**config.mk**
```make
export PLATFORM = sky130hd
export DESIGN_NAME = seven_segment_scanner
export DESIGN_NICKNAME = d
export VERILOG_FILES = /design/src/rtl/seven_segment_scanner.sv
export SDC_FILE = /design/constraint.sdc
export NUM_CORES = 1
export LEC_CHECK = 0
export ABC_AREA = 1
export CORE_ASPECT_RATIO = 1.2
export CORE_MARGIN = 2
export CORE_UTILIZATION = 57
export DETAILED_ROUTE_END_ITERATION = 8
export PLACE_DENSITY = 0.78
export SYNTH_ARGS = -nofsm -noshare
export SYNTH_HDL_FRONTEND = slang
export SYNTH_SLANG_ARGS = --single-unit
```
**constraint.sdc**
```tcl
create_clock -name clk -period 2.7 [get_ports clk]
set_input_delay 0.54 -clock clk [delete_from_list [all_inputs] [get_ports clk]]
set_output_delay 0.54 -clock clk [all_outputs]
set_load 0.02 [all_outputs]
```
**src/rtl/seven_segment_scanner.sv**
```systemverilog
`default_nettype none
// ============================================================================
// Module      : seven_segment_scanner
// Description : Time-multiplexed driver for NUM_DIGITS seven-segment digits.
//               A prescaler paces the digit scan; new display data is staged
//               in a pending register and only becomes visible at a frame
//               boundary, so a frame never shows a mix of old and new digits.
//               Optional leading-zero blanking and global display enable.
// Ports       : clk                - sole clock, rising edge
//               reset              - asynchronous, active-high reset
//               value              - hex nibbles, digit k = value[4k+3:4k]
//               valueValid         - single-cycle load strobe
//               decimalPoints      - bit k lights the dp of digit k
//               displayEnable      - 0 blanks the display
//               suppressZeros      - 1 enables leading-zero blanking
//               sevenSegmentData   - registered segments {dp,g,f,e,d,c,b,a}
//               sevenSegmentEnable - registered one-hot digit select
//               frameDone          - registered pulse after each frame boundary
// Revision    : 1.0 - initial release
// ============================================================================
module seven_segment_scanner #(
    parameter int NUM_DIGITS     = 4,
    parameter int REFRESH_DIV    = 100000,
    parameter int SEG_ACTIVE_LOW = 1,
    parameter int EN_ACTIVE_LOW  = 1
) (
    input  logic                      clk,
    input  logic                      reset,
    input  logic [4*NUM_DIGITS-1:0]   value,
    input  logic                      valueValid,
    input  logic [NUM_DIGITS-1:0]     decimalPoints,
    input  logic                      displayEnable,
    input  logic                      suppressZeros,
    output logic [7:0]                sevenSegmentData,
    output logic [NUM_DIGITS-1:0]     sevenSegmentEnable,
    output logic                      frameDone
);

    localparam int PW = (REFRESH_DIV > 1) ? $clog2(REFRESH_DIV) : 1;
    localparam int IW = (NUM_DIGITS > 1) ? $clog2(NUM_DIGITS) : 1;

    localparam logic [PW-1:0] c_presc_last = PW'(REFRESH_DIV - 1);
    localparam logic [IW-1:0] c_digit_last = IW'(NUM_DIGITS - 1);
    localparam logic          c_seg_pol    = (SEG_ACTIVE_LOW != 0);
    localparam logic          c_en_pol     = (EN_ACTIVE_LOW != 0);
    localparam logic [7:0]    c_seg_blank  = {8{c_seg_pol}};
    localparam logic [NUM_DIGITS-1:0] c_en_blank = {NUM_DIGITS{c_en_pol}};

    // State
    logic [PW-1:0]           prescaler_q, prescaler_d;
    logic [IW-1:0]           index_q, index_d;
    logic [4*NUM_DIGITS-1:0] active_value_q, active_value_d;
    logic [NUM_DIGITS-1:0]   active_dp_q, active_dp_d;
    logic [4*NUM_DIGITS-1:0] pending_value_q, pending_value_d;
    logic [NUM_DIGITS-1:0]   pending_dp_q, pending_dp_d;
    logic                    pending_flag_q, pending_flag_d;
    logic                    frame_done_q, frame_done_d;
    logic [7:0]              seg_q, seg_d;
    logic [NUM_DIGITS-1:0]   en_q, en_d;

    // Combinational intermediates
    logic                    w_tick;
    logic                    w_boundary;
    logic [3:0]              w_nibble;
    logic                    w_dp;
    logic [6:0]              w_glyph;
    logic [IW-1:0]           w_msd;
    logic                    w_suppress;
    logic [7:0]              w_seg_logical;
    logic [NUM_DIGITS-1:0]   w_en_logical;

    always_comb begin
        // Scan timing
        w_tick      = (prescaler_q == c_presc_last);
        w_boundary  = w_tick && (index_q == c_digit_last);
        prescaler_d = w_tick ? '0 : prescaler_q + PW'(1);
        index_d     = index_q;
        if (w_tick) begin
            index_d = (index_q == c_digit_last) ? '0 : index_q + IW'(1);
        end
        frame_done_d = w_boundary;

        // Double-buffered display data. A strobe landing exactly on the
        // boundary bypasses pending so it is not delayed by a whole frame.
        active_value_d  = active_value_q;
        active_dp_d     = active_dp_q;
        pending_value_d = pending_value_q;
        pending_dp_d    = pending_dp_q;
        pending_flag_d  = pending_flag_q;
        if (w_boundary && valueValid) begin
            active_value_d = value;
            active_dp_d    = decimalPoints;
            pending_flag_d = 1'b0;
        end else begin
            if (w_boundary && pending_flag_q) begin
                active_value_d = pending_value_q;
                active_dp_d    = pending_dp_q;
                pending_flag_d = 1'b0;
            end
            if (valueValid) begin
                pending_value_d = value;
                pending_dp_d    = decimalPoints;
                pending_flag_d  = 1'b1;
            end
        end

        // Most significant nonzero digit; stays 0 for an all-zero value so
        // digit 0 is never blanked.
        w_msd = '0;
        for (int k = 0; k < NUM_DIGITS; k++) begin
            if (active_value_q[4*k +: 4] != 4'h0) begin
                w_msd = IW'(k);
            end
        end
        w_suppress = suppressZeros && (index_q > w_msd);

        // Glyph lookup, logical polarity, gfedcba
        w_nibble = active_value_q[4*index_q +: 4];
        w_dp     = active_dp_q[index_q];
        case (w_nibble)
            4'h0:    w_glyph = 7'h3F;
            4'h1:    w_glyph = 7'h06;
            4'h2:    w_glyph = 7'h5B;
            4'h3:    w_glyph = 7'h4F;
            4'h4:    w_glyph = 7'h66;
            4'h5:    w_glyph = 7'h6D;
            4'h6:    w_glyph = 7'h7D;
            4'h7:    w_glyph = 7'h07;
            4'h8:    w_glyph = 7'h7F;
            4'h9:    w_glyph = 7'h6F;
            4'hA:    w_glyph = 7'h77;
            4'hB:    w_glyph = 7'h7C;
            4'hC:    w_glyph = 7'h39;
            4'hD:    w_glyph = 7'h5E;
            4'hE:    w_glyph = 7'h79;
            default: w_glyph = 7'h71;
        endcase

        w_seg_logical = 8'h00;
        w_en_logical  = '0;
        if (displayEnable) begin
            for (int k = 0; k < NUM_DIGITS; k++) begin
                w_en_logical[k] = (index_q == IW'(k));
            end
            if (!w_suppress) begin
                w_seg_logical = {w_dp, w_glyph};
            end
        end

        // Polarity is applied as the very last step
        seg_d = w_seg_logical ^ c_seg_blank;
        en_d  = w_en_logical ^ c_en_blank;
    end

    always_ff @(posedge clk or posedge reset) begin
        if (reset) begin
            prescaler_q     <= '0;
            index_q         <= '0;
            active_value_q  <= '0;
            active_dp_q     <= '0;
            pending_value_q <= '0;
            pending_dp_q    <= '0;
            pending_flag_q  <= 1'b0;
            frame_done_q    <= 1'b0;
            seg_q           <= c_seg_blank;
            en_q            <= c_en_blank;
        end else begin
            prescaler_q     <= prescaler_d;
            index_q         <= index_d;
            active_value_q  <= active_value_d;
            active_dp_q     <= active_dp_d;
            pending_value_q <= pending_value_d;
            pending_dp_q    <= pending_dp_d;
            pending_flag_q  <= pending_flag_d;
            frame_done_q    <= frame_done_d;
            seg_q           <= seg_d;
            en_q            <= en_d;
        end
    end

    assign sevenSegmentData   = seg_q;
    assign sevenSegmentEnable = en_q;
    assign frameDone          = frame_done_q;

endmodule
`default_nettype wire
```
* Word level (Yosys, flattened, before mapping)
Memories as Yosys holds them, arrays and structs flattened.
Index checks and enable logic that the tools add are counted.
** Operators by class
- Reductions and logical operators :: 11
- Magnitude comparators :: 2
- Bitwise logic cells :: 3
- Mux-type cells :: 17
- Shift operators :: 1
- Equal/unequal tests :: 4
- $add $sub $neg :: 2
** Operators with widths (number)
- 2-to-1 mux 16 bit :: 2
- adder 17 x 1 -> 17 bit (second input constant) :: 1
- == test 17 bit (second input constant) :: 1
- 2-to-1 mux 17 bit :: 1
- 2-to-1 mux 8 bit :: 2
- variable part select 16 x 5 -> 4 bit :: 1
- 2-to-1 mux 4 bit :: 3
- nonzero test 4 bit :: 3
- inverter 8 bit :: 1
- 2-to-1 mux 2 bit :: 3
- 2-to-1 mux 1 bit :: 5
- == test 2 bit (second input constant) :: 2
- logical AND 1 bit :: 4
- inverter 4 bit :: 1
- less-than comparator 2 x 3 -> 1 bit (second input constant) :: 1
- nonzero test 3 bit :: 1
- adder 2 x 1 -> 2 bit (second input constant) :: 1
- binary-select mux 1 bit (select 2 bit) :: 1
- == test 2 x 1 -> 1 bit (second input constant) :: 1
- greater-than comparator 2 bit :: 1
- zero test 2 bit :: 1
- AND reduction 2 bit :: 1
- nonzero test 2 bit :: 1
- inverter 1 bit :: 1
** Word-level totals
- Memories :: 1
- Flip-flop bits (word level) :: 73
- Output and inout port bits :: 13
- Bits of input ports :: 25
- Logic and storage cells :: 51
- Memory bits (read-only) :: 112
** Memories
- (name not given) :: words 16, bits a word 7, read ports 1, clocked after memory_dff 0, write ports 0, line 120 : case (w_nibble)

* Logic depth before layout (Yosys ltp)
Gate-level depths: netlist of the first run.
- Depth after elaboration :: 9
- Mapped depth :: 11
- Gate-level depth less buffers :: 10

* Worst setup path after synthesis of the first run
OpenSTA, ideal clock, no wires.
- Path kind :: flip-flop to flip-flop
- Start point :: register index_q[0]
- End point :: register seg_q[3] (netlist: sevenSegmentData[3])
- Library setup time :: 0.087 ns
- Slack :: 0.994 ns
- Cell stages (with the launch flop) :: 11
- Arrival time :: 1.619 ns
- Buffers on the path :: 1
- Required time :: 2.613 ns
- Clock period less this slack :: 1.706 ns
- Path through :: dfrtp_1 -> inv_1 -> buf_2 -> nand2_1 -> nand3_1 -> nand2_1 -> inv_1 -> ha_1 -> or2_2 -> o211ai_1 -> nand3_1
** Between the ends
- Word-level cells in the longest chain between the ends :: 5
- Elaborated cells between the ends (all ways) :: 7
- Those cells by class :: order compare (1); shift (1); mux (2); bitwise (1); reduce/logical (1); memory (1)
** Ends and longest elaborated chain
- start: declaration :: line 51 : logic [IW-1:0] index_q, index_d;
- start signal: assignment :: line 169 : index_q <= index_d;
- variable part select 16 x 5 -> 4 bit or greater-than comparator 2 bit (tied branches) :: line 118, 115
- memory (16 x 7 bit) or logical AND 1 bit (tied branches)
- 2-to-1 mux 8 bit * :: line 145 : if (!w_suppress) begin
- 2-to-1 mux 8 bit * :: line 141 : if (displayEnable) begin
- inverter 8 bit (no line) *
- net seg_d[3] :: line 58 : logic [7:0] seg_q, seg_d;
- end signal: assignment :: line 165 : seg_q <= c_seg_blank;
- end signal: assignment :: line 176 : seg_q <= seg_d;
- end: declaration :: line 58
Mark *: on every way through the listed nets, which the timed path passes. The rest lies on a longest branch.
A chain may end at the register's enable or synchronous reset.

* Worst setup path after layout of the first run
Same ends and word-level chain as after synthesis.

==> flow_summary.toml, run 1 <==
[cells_and_area]
num-nets-final = 589
antennaDiodeCount = 0
layout.filler_cells = 555
area_growth_pct = 15.4
mostFrequentLayoutCell = "sky130_fd_sc_hd__nand2_1"
instances_no_fill = 641
most-common-layout-cells = "sky130_fd_sc_hd__nand2_1 (181), sky130_fd_sc_hd__nor2_1 (70), sky130_fd_sc_hd__dfrtp_1 (61)"
final_layout_size_suffix_gt1_share_pct = 8.63

[cts]
post_cts_repair_setup_buffers = 0
cts_max_path_buffers = 2
cts_sinks = 73
cts_hold_buffers = 0
cts_root_buffer = "sky130_fd_sc_hd__clkbuf_8"
h-tree-depth = 3
tritoncts = "done"
post_cts_resize_count = 0
clock_pin_transition_on_the_worst_setup_and_hold_timing_paths_ps = 70
worstSkewPairLatency_ps = 340
tritoncts_buffers = 9

[global_routing]
globalRoute.totalOverflow = 0
grt_util_met3_pct = 3.15
grt_pass1_vias = 3104
grt_max_degree = 74
antenna_found_initial = 0
globalRouteTotalUtil_pct = 23.1
grt_first_pass_wirelength_mm = 13.7
met2_usage_pct = 38.2
busiest_layer = "met2"
met1_usage_pct = 30.4

[power]
leakagePower_nw = 2.37
power.density_cell_area_nw_per_um2 = 464
vdd_ir_drop_max_mv = 0.326

[synthesis]
async_reset_ff_share_pct = 100
mappedNetlistNets = 555
syn_inst = 517
synth_enable_flop_cells = 0
synth_top_cells_by_area = "sky130_fd_sc_hd__dfrtp_1 (39%), sky130_fd_sc_hd__nand2_1 (18%), sky130_fd_sc_hd__dfstp_2 (8.1%)"
syn_area_sq_um = 3880
most_common_flop_cell_mapped_by_yosys = "sky130_fd_sc_hd__dfrtp_1"
synth-seq-area-share_pct = 47.5
synth.avg_cell_area_sq_um = 7.50
ys_ff_latch = 73
synth.distinct_cells = 32
synth_top_area_cell = "sky130_fd_sc_hd__dfrtp_1"
synth.yosys.warnings = 0
post_synth_top_area_share_pct = 39.4

[flow_run]
drv_cap = 0

[sta]
finalWorstPathRequiredPeriod_ps = 2300
unrepaired_setup_endpoints_after_global_routing = "no"
final-setup-viol-count = 0
slew_viol_final = 0
clock.fmax_mhz = 435
tightest_slew_margin_relative_to_the_limit_pct = 60.7
finalSetupTns_ps = 0
post-route-period-util_pct = 85.1
clock-skew-final_ps = 9.66
hold_viol_final = 0
worst_pin_slew_ps = 589

[setup_path]
rr_endpoint = "sevenSegmentData[3]$_DFF_PP1_"
setup.worst_path.end = "sevenSegmentData[3]$_DFF_PP1_"
sort_of_element_at_the_start_of_the_critical_path = "flip-flop"
cp-startpoint = "index_q[0]$_DFFE_PP0N_"
ff2ff_path_depth = 9
crit_path_end_kind = "flip-flop"
critPathRequiredTime_ps = 2960
setup.worst_path.class = "reg2reg"
reg2reg_slack_ps = 400
path_max_fanout = 15
r2r_start = "index_q[0]$_DFFE_PP0N_"
critPathArrivalTime_ps = 2560

[floorplanning]
die_area_sq_um = 7480
top_level_ports = 38
dieHeight_um = 94.4
num_rows = 32
floorplan.die.width_um = 79.3
core_sq_um = 6530
starting_density_of_the_core_pct = 59.4

[placement]
gp_congestion = 0.901
placed_cells_incl_taps = 625
post-dp-hpwl_mm = 5.45
placement.io_buffers = 37

[detailed_routing]
drtPass1Iterations = 4
vias_per_cell = 5.04
vias = 3232
routed_wirelength_mm = 7.89
wl_per_cell_um = 12.3
route.antenna.remaining_nets = 0
number_of_drc_markers_in_iteration_0 = 186
residual_drc = 0

[status]
outcome = "finished clean"

[worst_hold_path]
min-delay-path-class = "reg2reg"
==> final cells by class <==
cell class	count	area (sq um)	area share, %
Clock buffer	14	163	3.63
Clock inverter	2	12.5	0.280
Inverter	59	221	4.95
Multi-Input combinational cell	366	1710	38.2
Sequential cell	73	1840	41.2
Tap cell	85	106	2.38
Timing Repair Buffer	42	420	9.39
==> how the worst min path moves through the flow <==
stage,from,endpoint,slack (ps),depth (start not counted)
2_1_floorplan,prescaler_q[0]$_DFF_PP0_,prescaler_q[0]$_DFF_PP0_,430,1
3_3_place_gp,prescaler_q[0]$_DFF_PP0_,prescaler_q[0]$_DFF_PP0_,450,1
3_5_place_dp,prescaler_q[0]$_DFF_PP0_,prescaler_q[0]$_DFF_PP0_,450,1
4_1_cts,pending_value_q[5]$_DFFE_PP0P_,pending_value_q[5]$_DFFE_PP0P_,480,2
5_1_grt,pending_dp_q[1]$_DFFE_PP0P_,pending_dp_q[1]$_DFFE_PP0P_,500,2
6_report,pending_value_q[1]$_DFFE_PP0P_,pending_value_q[1]$_DFFE_PP0P_,470,2
==> synthesized netlist by cell type (2+ instances only) <==
cell type and instances:
sky130_fd_sc_hd__buf_1 2, sky130_fd_sc_hd__buf_4 2, sky130_fd_sc_hd__nand2_1 181, sky130_fd_sc_hd__nor3_1 3, sky130_fd_sc_hd__xor2_1 5, sky130_fd_sc_hd__o211ai_1 3
sky130_fd_sc_hd__nor4_1 4, sky130_fd_sc_hd__dfstp_2 12, sky130_fd_sc_hd__nand2_2 2, sky130_fd_sc_hd__a21oi_1 12, sky130_fd_sc_hd__dfrtp_1 61, sky130_fd_sc_hd__nand4_1 4
sky130_fd_sc_hd__buf_6 2, sky130_fd_sc_hd__buf_2 9, sky130_fd_sc_hd__nor2_1 70, sky130_fd_sc_hd__nand3_1 41, sky130_fd_sc_hd__ha_1 13, sky130_fd_sc_hd__inv_2 6
sky130_fd_sc_hd__clkbuf_1 4, sky130_fd_sc_hd__or2_2 3, sky130_fd_sc_hd__inv_1 53, sky130_fd_sc_hd__o21ai_0 15
==> logic make-up after synthesis <==
family                   after synthesis  share of synthesized area (%)
XOR/XNOR                               5                           1.13
adder cells (fa/ha/maj)               13                           4.19
flip-flops                            73                           47.5
buffers and inverters                 78                           8.42
AND/OR/NAND/NOR                      315                           34.2
AO/OA/AOI/OAI                         33                           4.61
==> per-stage QoR <==
stage	worst slack (ps)	cell area, sq um	hold WS [ps]	total power [mW]	utilization (%)
after global routing	181	4480	496	2.17	68.6
after global placement	503	4300	451	1.33	65.9
final	403	4480	473	2.07	68.6
after floorplan	327	3880	433	1.25	-
after detailed placement	453	4300	455	1.33	65.9
after CTS	435	4480	477	2.09	68.6
==> registers in the layout (all words and copies together) (netlist names) <==
name / cells
pending_dp_q: 4
pending_value_q: 16
active_value_q: 16
frameDone: 1
index_q: 2
pending_flag_q: 1
prescaler_q: 17
sevenSegmentEnable: 4
active_dp_q: 4
sevenSegmentData: 8
==> layer usage <==
metal  wire [um]  vias to the layer above
met5           0                        -
met4         198                        0
met3         253                       20
met2        3800                       70
met1        3640                     1474
li1            -                     1668
==> power breakdown <==
part | internal, mW | switching (mW)
logic | 0.0746 | 0.0890
clock network | 0.384 | 0.384
registers | 1.13 | 0.0142
total | 1.59 | 0.487
==> worst max-delay path: stages (launching register included) <==
cell and delay [ps]:
sky130_fd_sc_hd__dfrtp_1 580, sky130_fd_sc_hd__inv_1 310, sky130_fd_sc_hd__nand2_1 160, sky130_fd_sc_hd__nand3_1 100
sky130_fd_sc_hd__nand2_1 200, sky130_fd_sc_hd__inv_1 130, sky130_fd_sc_hd__ha_1 230, sky130_fd_sc_hd__or2_2 330
sky130_fd_sc_hd__o211ai_1 90, sky130_fd_sc_hd__nand3_1 90
Note: power is estimated with default switching activity, not from simulation.
==> inputs of run 2 (changes only) <==
==> constraint.sdc (replaced) <==
create_clock -name clk -period 2.5 [get_ports clk]
set_input_delay 0.5 -clock clk [delete_from_list [all_inputs] [get_ports clk]]
set_output_delay 0.5 -clock clk [all_outputs]
set_load 0.02 [all_outputs]
==> run 2 against run 1 <==
  * Worst hold slack gained 1.5 ps
  * Sequential power increased by 9%
  * Sequential cell count unchanged
  * Critical endpoint unchanged
  * Largest power group unchanged
==> flow_summary.toml, run 2 (same netlist as run 1, synthesis figures left out) <==
[status]
outcome = "finished clean"

[cts]
post_cts_resize_count = 0
cts_max_path_buffers = 2
clock_pin_transition_on_the_worst_setup_and_hold_timing_paths_ps = 70
h-tree-depth = 3
worstSkewPairLatency_ps = 350
tritoncts_buffers = 9
tritoncts = "done"
cts_root_buffer = "sky130_fd_sc_hd__clkbuf_8"
cts_sinks = 73
post_cts_repair_setup_buffers = 0
cts_hold_buffers = 0

[global_routing]
grt_pass1_vias = 3129
grt_first_pass_wirelength_mm = 14.0
antenna_found_initial = 0
grt_max_degree = 74
globalRouteTotalUtil_pct = 23.8
globalRoute.totalOverflow = 0

[worst_hold_path]
min-delay-path-class = "reg2reg"

[cells_and_area]
top_register = "prescaler_q"
final_layout_size_suffix_gt1_share_pct = 8.98
most-common-layout-cells = "sky130_fd_sc_hd__nand2_1 (181), sky130_fd_sc_hd__nor2_1 (70), sky130_fd_sc_hd__dfrtp_1 (61)"
postLayoutCellArea_sq_um = 4550
instances_no_fill = 642
num-nets-final = 590
top_regs = "prescaler_q: 17 flops, active_value_q: 16 flops, pending_value_q: 16 flops"
area_growth_pct = 17.4
mostFrequentLayoutCell = "sky130_fd_sc_hd__nand2_1"
largest_reg_flops = 17
antennaDiodeCount = 0

[setup_path]
setup.worst_path.class = "reg2reg"
crit_path_end_kind = "flip-flop"
critPathRequiredTime_ps = 2770
worst-path-buf-inv = 2
crit_path_cell_trace = "inv_1, nand2_1, nand3_1, nand2_1, inv_1, ha_1, or2_2, o211ai_1, nand3_1"
path_max_fanout = 15
critPathSlowestCell = "sky130_fd_sc_hd__dfrtp_1"
sort_of_element_at_the_start_of_the_critical_path = "flip-flop"
critPathArrivalTime_ps = 2500
cpLargestDelayFamily = "simple AND/OR/NAND/NOR gates"
cp_max_stage_delay_ps = 570

[detailed_routing]
wl_per_cell_um = 12.5
residual_drc = 0
drtPass1Iterations = 5
number_of_drc_markers_in_iteration_0 = 172
routed_wirelength_mm = 8.05
vias_per_cell = 5.03
route.antenna.remaining_nets = 0
vias = 3230

[sta]
clock-skew-final_ps = 10.4
hold_viol_final = 0
slew_viol_final = 0
worst_pin_slew_ps = 617
finalWorstPathRequiredPeriod_ps = 2230
final-setup-viol-count = 0
unrepaired_setup_endpoints_after_global_routing = "no"
post-route-period-util_pct = 89.1
tightest_slew_margin_relative_to_the_limit_pct = 58.8
clock.fmax_mhz = 449
finalSetupTns_ps = 0

[placement]
placed_cells_incl_taps = 626
placement.io_buffers = 37
gp_congestion = 0.935
placed_area_sq_um = 4310
post-dp-hpwl_mm = 5.70

[flow_run]
drv_cap = 0

[floorplanning]
starting_density_of_the_core_pct = 59.4
core_sq_um = 6530
num_rows = 32
floorplan.die.width_um = 79.3
die_area_sq_um = 7480
dieHeight_um = 94.4
top_level_ports = 38

[power]
vdd_ir_drop_max_mv = 0.469
leakagePower_nw = 2.41
power.density_cell_area_nw_per_um2 = 556
==> run 2: cell types whose count changed in the layout (fill, tap and decap cells not counted), sizes merged <==
cell	change
clkinvlp	-1
clkinv	+1
bufinv	+3
buf	+1
clkbuf	-3
==> run 2: report_power, final <==
group	switching (mW)	internal (mW)
combinational	0.0965	0.0806
sequential	0.0161	1.22
clock	0.429	0.689
total	0.542	1.99
==> run 2: through the flow <==
step | setup slack (ps) | hold WS [ps] | utilization (%) | power, mW
after floorplan | 167 | 433 | - | 1.35
after global placement | 307 | 454 | 66.0 | 1.43
after detailed placement | 297 | 458 | 66.0 | 1.44
after CTS | 277 | 475 | 69.7 | 2.56
after global routing | 68.7 | 499 | 69.7 | 2.63
final | 272 | 475 | 69.7 | 2.53
==> run 2: cell type report <==
cell class / instances / area (sq um)
clock buffers: 11 / 141
clock inverters: 5 / 103
fillers: 549 / 1970
inverters: 59 / 221
multi-input cells: 366 / 1710
flip-flops and latches: 73 / 1840
well taps: 85 / 106
repair buffers: 43 / 428
==> run 2: layer usage <==
layer	wire length [um]	vias to the layer above	GRT usage [%]
met3	243	17	3.63
met2	3930	58	39.8
met5	0	-	0
li1	-	1676	-
met4	174	0	10.3
met1	3700	1479	30.8
==> run 2: worst min-delay path: stages (launching register included) <==
cell and delay [ps]:
sky130_fd_sc_hd__dfrtp_1 350, sky130_fd_sc_hd__nand2_1 50, sky130_fd_sc_hd__nand2_1 50
==> run 2: worst paths after layout <==
check	start	end	slack, ps	cells past startpoint
worst max-delay path	index_q[0]$_DFFE_PP0N_	sevenSegmentData[3]$_DFF_PP1_	270	9
worst min-delay path	pending_value_q[3]$_DFFE_PP0P_	pending_value_q[3]$_DFFE_PP0P_	470	2
worst max register to register	index_q[0]$_DFFE_PP0N_	sevenSegmentData[3]$_DFF_PP1_	270	9
worst min register to register	pending_value_q[3]$_DFFE_PP0P_	pending_value_q[3]$_DFFE_PP0P_	470	2
max in group asynchronous	reset	sevenSegmentData[7]$_DFF_PP1_	1620	3
min in group asynchronous	reset	prescaler_q[11]$_DFF_PP0_	540	3
